$ cat src/rtl/bcd_digit_loader_if.sv
// Handshake/bus bundle between a digit source (master) and bcd_digit_loader (slave).
// Both handshakes: a transfer happens on a rising edge where valid and ready are both 1.
interface bcd_digit_loader_if;
  logic [3:0]  digit;
  logic        digit_valid;
  logic        digit_ready;
  logic        enter;
  logic        clear;
  logic [15:0] bcd_word;
  logic        word_valid;
  logic        word_ready;
  logic [2:0]  digit_count;
  logic        digit_err;
  logic        fsm_state;   // debug: 0 = COLLECT, 1 = FULL

  modport master (
    output digit, digit_valid, enter, clear, word_ready,
    input  digit_ready, bcd_word, word_valid, digit_count, digit_err, fsm_state
  );

  modport slave (
    input  digit, digit_valid, enter, clear, word_ready,
    output digit_ready, bcd_word, word_valid, digit_count, digit_err, fsm_state
  );
endinterface

$ cat src/rtl/bcd_digit_loader.sv
// Collects up to four BCD digits MSD-first into a zero-padded 16-bit word and
// holds it under valid/ready until the downstream divisibility checker takes it.
module bcd_digit_loader (
  input  logic                clk,
  input  logic                rst,
  bcd_digit_loader_if.slave   bus
);

  typedef enum logic {
    COLLECT = 1'b0,
    FULL    = 1'b1
  } state_e;

  state_e      state_q, state_d;
  logic [15:0] word_q, word_d;
  logic [2:0]  count_q, count_d;
  logic        err_q, err_d;
  logic        accept;

  assign accept = bus.digit_valid && (state_q == COLLECT);

  always_comb begin
    state_d = state_q;
    word_d  = word_q;
    count_d = count_q;
    err_d   = 1'b0;
    if (bus.clear) begin
      state_d = COLLECT;
      word_d  = 16'h0000;
      count_d = 3'd0;
    end else if (state_q == FULL) begin
      if (bus.word_ready) begin
        state_d = COLLECT;
        word_d  = 16'h0000;
        count_d = 3'd0;
      end
    end else if (accept) begin
      if (bus.digit <= 4'd9) begin
        word_d  = {word_q[11:0], bus.digit};
        count_d = count_q + 3'd1;
        if (count_d == 3'd4 || bus.enter) state_d = FULL;
      end else begin
        // Rejected code is consumed by the handshake but never stored.
        err_d = 1'b1;
        if (bus.enter && count_q != 3'd0) state_d = FULL;
      end
    end else if (bus.enter && count_q != 3'd0) begin
      state_d = FULL;
    end
  end

  always_ff @(posedge clk) begin
    if (rst) begin
      state_q <= COLLECT;
      word_q  <= 16'h0000;
      count_q <= 3'd0;
      err_q   <= 1'b0;
    end else begin
      state_q <= state_d;
      word_q  <= word_d;
      count_q <= count_d;
      err_q   <= err_d;
    end
  end

  assign bus.digit_ready = (state_q == COLLECT);
  assign bus.word_valid  = (state_q == FULL);
  assign bus.bcd_word    = word_q;
  assign bus.digit_count = count_q;
  assign bus.digit_err   = err_q;
  assign bus.fsm_state   = state_q;

endmodule

$ cat src/flat_wrapper.sv
// flat-port wrapper written by rule: the top's interface ports become plain ports
module bcd_digit_loader_flat 
  (clk, rst, bus_digit, bus_digit_valid, bus_enter, bus_clear, bus_word_ready, bus_digit_ready, bus_bcd_word, bus_word_valid, bus_digit_count, bus_digit_err, bus_fsm_state);
  bcd_digit_loader_if bus_i ();
  input  logic clk;
  input  logic rst;
  input wire logic [$bits(bus_i.digit)-1:0] bus_digit;
  input wire logic [$bits(bus_i.digit_valid)-1:0] bus_digit_valid;
  input wire logic [$bits(bus_i.enter)-1:0] bus_enter;
  input wire logic [$bits(bus_i.clear)-1:0] bus_clear;
  input wire logic [$bits(bus_i.word_ready)-1:0] bus_word_ready;
  output wire logic [$bits(bus_i.digit_ready)-1:0] bus_digit_ready;
  output wire logic [$bits(bus_i.bcd_word)-1:0] bus_bcd_word;
  output wire logic [$bits(bus_i.word_valid)-1:0] bus_word_valid;
  output wire logic [$bits(bus_i.digit_count)-1:0] bus_digit_count;
  output wire logic [$bits(bus_i.digit_err)-1:0] bus_digit_err;
  output wire logic [$bits(bus_i.fsm_state)-1:0] bus_fsm_state;
  assign bus_i.digit = bus_digit;
  assign bus_i.digit_valid = bus_digit_valid;
  assign bus_i.enter = bus_enter;
  assign bus_i.clear = bus_clear;
  assign bus_i.word_ready = bus_word_ready;
  assign bus_digit_ready = bus_i.digit_ready;
  assign bus_bcd_word = bus_i.bcd_word;
  assign bus_word_valid = bus_i.word_valid;
  assign bus_digit_count = bus_i.digit_count;
  assign bus_digit_err = bus_i.digit_err;
  assign bus_fsm_state = bus_i.fsm_state;
  bcd_digit_loader u_core (.clk(clk), .rst(rst), .bus(bus_i));
endmodule
$ cat config.mk
export PLATFORM = sky130hd
export DESIGN_NAME = bcd_digit_loader_flat
export DESIGN_NICKNAME = d
export VERILOG_FILES = /design/src/rtl/bcd_digit_loader_if.sv /design/src/rtl/bcd_digit_loader.sv /design/src/flat_wrapper.sv
export SDC_FILE = /design/constraint.sdc
export NUM_CORES = 1
export LEC_CHECK = 0
export CORE_MARGIN = 2
export CORE_UTILIZATION = 30
export CTS_CLUSTER_DIAMETER = 100
export DETAILED_ROUTE_END_ITERATION = 6
export GPL_TIMING_DRIVEN = 0
export PLACE_DENSITY = 0.64
export REMOVE_ABC_BUFFERS = 1
export SLEW_MARGIN = 10
export SYNTH_ARGS = -nofsm -noshare
export SYNTH_HDL_FRONTEND = slang
export SYNTH_SLANG_ARGS = --single-unit
$ cat constraint.sdc
create_clock -name clk -period 1.43 [get_ports clk]
set_input_delay 0.143 -clock clk [delete_from_list [all_inputs] [get_ports clk]]
set_output_delay 0.143 -clock clk [all_outputs]
set_load 0.02 [all_outputs]
Word-level counts from Yosys, hierarchy flattened
Index checks and enable logic that the tools add are counted.
{"block": "word_totals", "inputBits": 10, "regBits": 21}
{"block": "classes", "magnitude_cmp": 1, "muxes": 15, "reduce_logical": 9, "bitwise": 2, "add_sub_neg": 1, "eq_ne": 2}
{"cell": "$mux W16", "count": 4}
{"cell": "$mux W3", "count": 4}
{"cell": "$mux W1", "count": 7}
{"cell": "$le A4 B4 Y1 const B", "count": 1}
{"cell": "$reduce_bool A2 Y1", "count": 2}
{"cell": "$reduce_or A4 Y1", "count": 1}
{"cell": "$add A3 B1 Y3 const B", "count": 1}
{"cell": "$eq A3 B3 Y1 const B", "count": 1}
{"cell": "$reduce_and A3 Y1", "count": 1}
{"cell": "$reduce_bool A3 Y1", "count": 1}
{"cell": "$logic_and A1 B1 Y1", "count": 2}
{"cell": "$ne A2 B2 Y1 const B", "count": 1}
{"cell": "$not A1 Y1", "count": 2}
{"cell": "$reduce_or A2 Y1", "count": 1}
{"cell": "$logic_or A1 B1 Y1", "count": 1}

Depth between registers and ports, before layout
Gate-level depths: netlist of run 1.
{"block": "logic_depth", "ltp_word": 7, "ltp_mapped": 5, "depth_no_buf": 5}

Worst setup path before layout of run 1
Ideal clock, no wire load.
{"block": "synth_path", "kind": "flip-flop to flip-flop", "start": "reg u_core.count_q[1] (netlist: u_core.bus.digit_count[1])", "end": "reg u_core.count_q[2] (netlist: u_core.bus.digit_count[2])", "stages_incl_launch_ff": 5, "setup_time_ps": 70, "path_slack_ps": -5, "arrival_ps": 1365, "path_buffers": 0, "required_time_ps": 1360, "cell_sequence": "dfxtp_1 > ha_1 > inv_1 > or4_1 > a21oi_1"}
{"block": "synth_via", "elab_chain_cells": 4}
{"element": "from (decl)", "line_no": "bcd_digit_loader.sv:16", "text": "logic [2:0] count_q, count_d;"}
{"element": "from (signal assigned)", "line_no": "bcd_digit_loader.sv:61", "text": "count_q <= count_d;"}
{"element": "$add A3 B1 Y3", "line_no": "bcd_digit_loader.sv:40", "text": "count_d = count_q + 3'd1;"}
{"element": "$mux W3", "line_no": "bcd_digit_loader.sv:38", "text": "if (bus.digit <= 4'd9) begin"}
{"element": "$mux W3", "line_no": "bcd_digit_loader.sv:37", "text": "end else if (accept) begin"}
{"element": "$mux W3", "line_no": "bcd_digit_loader.sv:31", "text": "end else if (state_q == FULL) begin"}
Every way passes these cells. The select of a mux whose other input is x is not followed.
A chain may end at the register's enable or synchronous reset.

Worst setup path after layout of run 1
{"block": "layout_path", "start": "reg u_core.word_q[14] (netlist: u_core.bus.bcd_word[14])", "end": "out bus_bcd_word[14]"}
{"element": "from (decl)", "line_no": "bcd_digit_loader.sv:15", "text": "logic [15:0] word_q, word_d;"}
{"element": "from (signal assigned)", "line_no": "bcd_digit_loader.sv:60", "text": "word_q <= word_d;"}
{"element": "to (decl)", "line_no": "flat_wrapper.sv:13", "text": "output wire logic [$bits(bus_i.bcd_word)-1:0] bus_bcd_word;"}
No word-level cell between the ends.

==> results.py, run 1 <==
metrics = {
    "floorplanning": {
        "die_area_sq_um": 3650,
        "num_rows": 20,
        "core_sq_um": 3050,
        "start_util_pct": 31.3,
        "die_w_um": 60.5,
        "ios": 33,
        "die_h_um": 60.5,
    },
    "finish": {
        "synthToLayoutAreaGrowth_pct": 38.9,
        "fillCellCount": 332,
        "final_common_cell": "a21oi_1",
        "final_cell_mix": "a21oi_1 (19), nand3_1 (18), o211ai_1 (18), dfxtp_1 (18), dlygate4sd2_1 (17)",
        "fin_nets": 149,
        "drive_gt1_share_pct": 9.63,
        "antenna_cells": 0,
    },
    "sta": {
        "skew_ns": 0.00227,
        "worst_slew_pin_slew_ns": 0.536,
        "period_share_pct": 97.5,
        "maxSlewHeadroom_pct": 64.1,
        "setup_viol": 0,
        "tns_ns": 0,
        "grt_setup_unrepaired": "no",
        "fin_crit_ns": 1.39,
        "max_freq_ghz": 0.718,
        "hold_viol_final": 0,
        "slew_viol_final": 0,
    },
    "power_and_ir_drop": {
        "p_sw_share_pct": 27.1,
        "seqPwrFrac_pct": 58.4,
        "powerDensity_nw_per_um2": 772,
        "power_mw": 1.02,
        "combPwrFrac_pct": 13.1,
        "switching_power_uw": 278,
        "irDropWorstVdd_v": 0.000241,
        "clockPowerShare_pct": 28.5,
        "p_leak_nw": 0.565,
        "p_int_uw": 746,
    },
    "route": {
        "drc": 0,
        "vias": 916,
        "firstDrtPassIters": 5,
        "dr.first_iter.drc_count": 43,
        "dr_wl_met2_um": 1110,
        "ant_nets": 0,
        "wl_per_cell_um": 12.9,
        "dr_wl_met3_um": 135,
        "drt-total-wl_um": 2300,
        "top_layer": "met4",
        "wl_met1_um": 1010,
        "viasPerCell": 5.12,
    },
    "yosys": {
        "yosysWarnings": 0,
        "yosysSeqAreaShare_pct": 44.0,
        "syn_inst": 111,
        "netlist_area_sq_um": 956,
        "syn_avg_cell_area_sq_um": 8.61,
        "ys_types": 21,
        "ys_ff_latch": 21,
    },
    "clock_tree": {
        "cts_tree": "yes",
        "ctsLongestPathBuffers": 2,
        "worstSkewPairLatency_ns": 0.31,
        "cts_buffers": 3,
        "clkSinkCount": 21,
        "cts.clk_slew.worst_paths_ns": 0.12,
        "cts_setup_buffers": 0,
        "root_buffer": "clkbuf_4",
        "ctsHoldBuffers": 0,
        "htree_num_levels": 1,
        "cts_resized": 22,
    },
    "outcome": {
        "status": "complete, no violations",
    },
    "setup_path": {
        "worstPathMaxFanout": 2,
        "path_class": "flop to output pin",
        "worst_setup_path_start_kind": "flop",
        "crit_required_ns": 1.29,
        "cpPeakStageDelay_ns": 0.60,
        "cp_num_buf_inv": 1,
        "cp.arrival_ns": 1.25,
        "slowest_stage": "clkdlybuf4s50_1",
        "ff2ff_setup_slack_ns": 0.11,
        "cpLargestDelayFamily": "buffers and inverters",
        "end_kind": "output pin",
        "crit_chain": "clkdlybuf4s50_1",
    },
    "worst_hold_path": {
        "hold_path_class": "input port to flop",
    },
    "run": {
        "cap_violations": 0,
    },
    "grt": {
        "grtUsageTotal_pct": 13.5,
        "grt_max_degree": 22,
        "grt_pass1_wl_um": 3650,
        "grt_pass1_vias": 802,
        "overflow": 0,
        "antenna_found_initial": 0,
    },
    "placed_design": {
        "portBuffers": 32,
        "gp_congestion": 0.662,
    },
}
## path summary, 6_finish.rpt
path,startpoint,end,cells past startpoint
worst max-delay path,u_core.bus.bcd_word[14],bus_bcd_word[14],1
worst min-delay path,bus_digit[0],u_core.bus.bcd_word[0],3
worst max register to register,u_core.bus.digit_count[0],u_core.bus.digit_count[2],4
worst min register to register,u_core.bus.bcd_word[0],u_core.bus.bcd_word[4],2
## flip-flops by register name, indices dropped and copies added (netlist names)
name	count
u_core.bus.digit_count	3
u_core.bus.fsm_state	1
u_core.bus.digit_err	1
u_core.bus.bcd_word	16
## layer usage
layer	up-vias	global-route usage, %
li1	458	-
met1	424	16.1
met2	30	23.1
met3	4	1.71
met4	0	8.39
met5	-	0
## cell families (layout without fill, tap and decap cells)
logic type	count (synthesis)	after routing	synth area share (%)
AOI/OAI and AO/OA	43	43	28.5
xor gates and xnor gates	1	1	0.916
adders and majority gates	3	3	3.93
buffers and inverters	16	40	7.85
and+or+nand+nor	27	27	14.8
DFF	21	21	44.0
## through the flow
step           hold WS (ns)  instance area [sq um]  util [%]  worst slack [ns]  instances
3_5_place_dp          0.472                   1270      41.8            -0.646        175
4_1_cts               0.390                   1300      42.5         0.0000111        179
3_3_place_gp          0.463                   1270      41.6             -1.23        175
2_1_floorplan         0.291                    896         -            -0.202         99
6_report              0.391                   1330      43.5            0.0364        179
5_1_grt               0.395                   1330      43.5           0.00463        179
## layout make-up
cell class / count / area, sq um / area share, %
Sequential cell: 21 / 424 / 32.0
Timing Repair Buffer: 32 / 309 / 23.3
Clock buffer: 3 / 22.5 / 1.70
Multi-Input combinational cell: 74 / 497 / 37.4
Clock inverter: 1 / 5.00 / 0.377
Inverter: 4 / 15.0 / 1.13
Tap cell: 44 / 55.1 / 4.15
## Yosys cell counts
cell       n  share of area, %
a211oi_1   2               1.6
buf_4      2               1.6
clkbuf_1   4               1.6
o211ai_1  18                14
nor3_1     1              0.52
o21ai_0    1              0.52
nand3_1   18               9.4
ha_1       3               3.9
o311ai_1   1              0.92
o21a_1     1              0.79
or2_2      1              0.65
dfxtp_1   21                44
nor2b_1    2               1.3
inv_1      4               1.6
a21oi_1   19               9.9
a31oi_1    1              0.65
or4_1      1              0.79
xor2_1     1              0.92
nand2b_1   2               1.3
nand2_1    2              0.79
buf_2      6               3.1
## power by group through the flow
| stage | Sequential [mW] | Clock (mW) | Combinational [mW] |
|---|---|---|---|
| after floorplan | 0.618 | 0 | 0.0560 |
| after global placement | 0.610 | 0 | 0.126 |
| after detailed placement | 0.610 | 0 | 0.130 |
| after CTS | 0.597 | 0.300 | 0.130 |
| after global routing | 0.599 | 0.319 | 0.147 |
| final | 0.598 | 0.292 | 0.135 |
(Power assumes the default switching activity.)
==> run 2, diff against run 1 <==
- CORE_UTILIZATION: 30 -> 43
- PLACE_DENSITY: 0.64 -> 0.84
==> results.py, run 2 (synthesis gave the netlist of run 1 again) <==
metrics = {
    "outcome": {
        "status": "complete, no violations",
    },
    "route": {
        "firstDrtPassIters": 4,
        "dr.first_iter.drc_count": 18,
        "viasPerCell": 5.80,
        "wl_per_cell_um": 14.0,
        "drc": 0,
        "vias": 951,
        "drt-total-wl_um": 2290,
        "ant_nets": 0,
    },
    "placed_design": {
        "gp_congestion": 0.774,
        "dp.cells": 160,
        "portBuffers": 32,
        "hpwl_um": 1530,
    },
    "setup_path": {
        "slowest_stage": "clkdlybuf4s50_1",
        "worst_setup_path_start_kind": "flop",
        "cpLargestDelayFamily": "buffers and inverters",
        "cpPeakStageDelay_ns": 0.60,
        "crit_chain": "clkdlybuf4s50_1",
        "worstPathMaxFanout": 2,
        "cp_num_buf_inv": 1,
        "cp.arrival_ns": 1.23,
        "crit_required_ns": 1.29,
        "path_class": "flop to output pin",
        "end_kind": "output pin",
    },
    "clock_tree": {
        "cts_tree": "yes",
        "cts_buffers": 3,
        "cts.clk_slew.worst_paths_ns": 0.11,
        "ctsLongestPathBuffers": 2,
        "cts_setup_buffers": 0,
        "worstSkewPairLatency_ns": 0.29,
        "clkSinkCount": 21,
        "htree_num_levels": 1,
        "root_buffer": "clkbuf_4",
    },
    "grt": {
        "antenna_found_initial": 0,
        "grt_pass1_wl_um": 3680,
        "grtUsageTotal_pct": 18.4,
        "grt_pass1_vias": 846,
        "grt_max_degree": 22,
        "overflow": 0,
    },
    "finish": {
        "fin_nets": 150,
        "final_common_cell": "a21oi_1",
        "fillCellCount": 182,
        "synthToLayoutAreaGrowth_pct": 38.5,
        "antenna_cells": 0,
        "largest_register_ffs": 16,
        "final_cell_mix": "a21oi_1 (19), nand3_1 (18), o211ai_1 (18), dfxtp_1 (18), clkdlybuf4s50_1 (13)",
        "instances_no_fill": 164,
        "drive_gt1_share_pct": 8.82,
    },
    "sta": {
        "hold_ws_ns": 0.421,
        "max_freq_ghz": 0.727,
        "period_share_pct": 96.2,
        "tns_ns": 0,
        "setup_viol": 0,
        "fin_crit_ns": 1.38,
        "worst_slew_pin_slew_ns": 0.633,
        "maxSlewHeadroom_pct": 57.7,
        "skew_ns": 0.00733,
        "slew_viol_final": 0,
        "grt_setup_unrepaired": "no",
        "hold_viol_final": 0,
    },
    "power_and_ir_drop": {
        "powerDensity_nw_per_um2": 759,
        "irDropWorstVdd_v": 0.000477,
        "p_leak_nw": 0.611,
    },
    "run": {
        "cap_violations": 0,
    },
    "floorplanning": {
        "start_util_pct": 44.5,
        "core_sq_um": 2150,
        "die_area_sq_um": 2620,
        "die_w_um": 51.2,
        "die_h_um": 51.2,
        "ios": 33,
        "num_rows": 17,
    },
    "worst_hold_path": {
        "hold_path_class": "input port to flop",
    },
}
-- run 2: metal layers --
metal  up-vias  global-route usage, %  share of wire, %
met5         -                      0                 0
met4         0                   7.66               1.2
met3         2                   2.05               6.4
met2        44                   32.7                52
met1       444                   22.2                40
li1        461                      -                 -
-- run 2: per-stage QoR --
step                      setup WS (ns)  area [sq um]  power [mW]  util (%)
after floorplan                  -0.202           896       0.674         -
after global placement            -1.13          1250       0.734      58.2
after global routing            0.00110          1320        1.05      61.6
final                            0.0540          1320        1.00      61.6
after CTS                     -0.000617          1280        1.01      59.8
after detailed placement         -0.607          1260       0.740      58.6
-- run 2: area by class of cell --
class	count	area (sq um)	share of cell area [%]
multi-input cells	74	487	36.8
well taps	28	35.0	2.65
clock buffers	4	26.3	1.98
inverters	4	15.0	1.13
flip-flops and latches	21	427	32.2
repair buffers	33	334	25.2
-- run 2: worst paths after layout --
check,endpoint,slack [ns],start,cells past startpoint
setup / recovery,bus_bcd_word[15],0.05,u_core.bus.bcd_word[15],1
hold / removal,u_core.bus.bcd_word[0],0.42,bus_digit[0],3
setup reg to reg,u_core.bus.digit_count[2],0.10,u_core.bus.digit_count[0],4
hold reg to reg,u_core.bus.bcd_word[14],0.48,u_core.bus.bcd_word[10],2
-- run 2: where the power goes --
| part | switching, mW | leakage, nW | total, mW | internal (mW) |
|---|---|---|---|---|
| clock network | 0.165 | 0.0150 | 0.273 | 0.108 |
| registers | 0.00640 | 0.171 | 0.597 | 0.590 |
| logic | 0.0830 | 0.425 | 0.135 | 0.0517 |
| total | 0.254 | 0.611 | 1.00 | 0.750 |
-- run 2: timing repair --
item | CTS | global route
hold buffers | 0 | 0
setup endpoints to repair | 31 | 28
resized for setup | 16 | 14
==> run 3, diff against run 2 <==
- CTS_CLUSTER_SIZE: default -> 40
==> results of run 3 <==
Same layout as run 2: the final DEF is identical, and so are final timing and power.
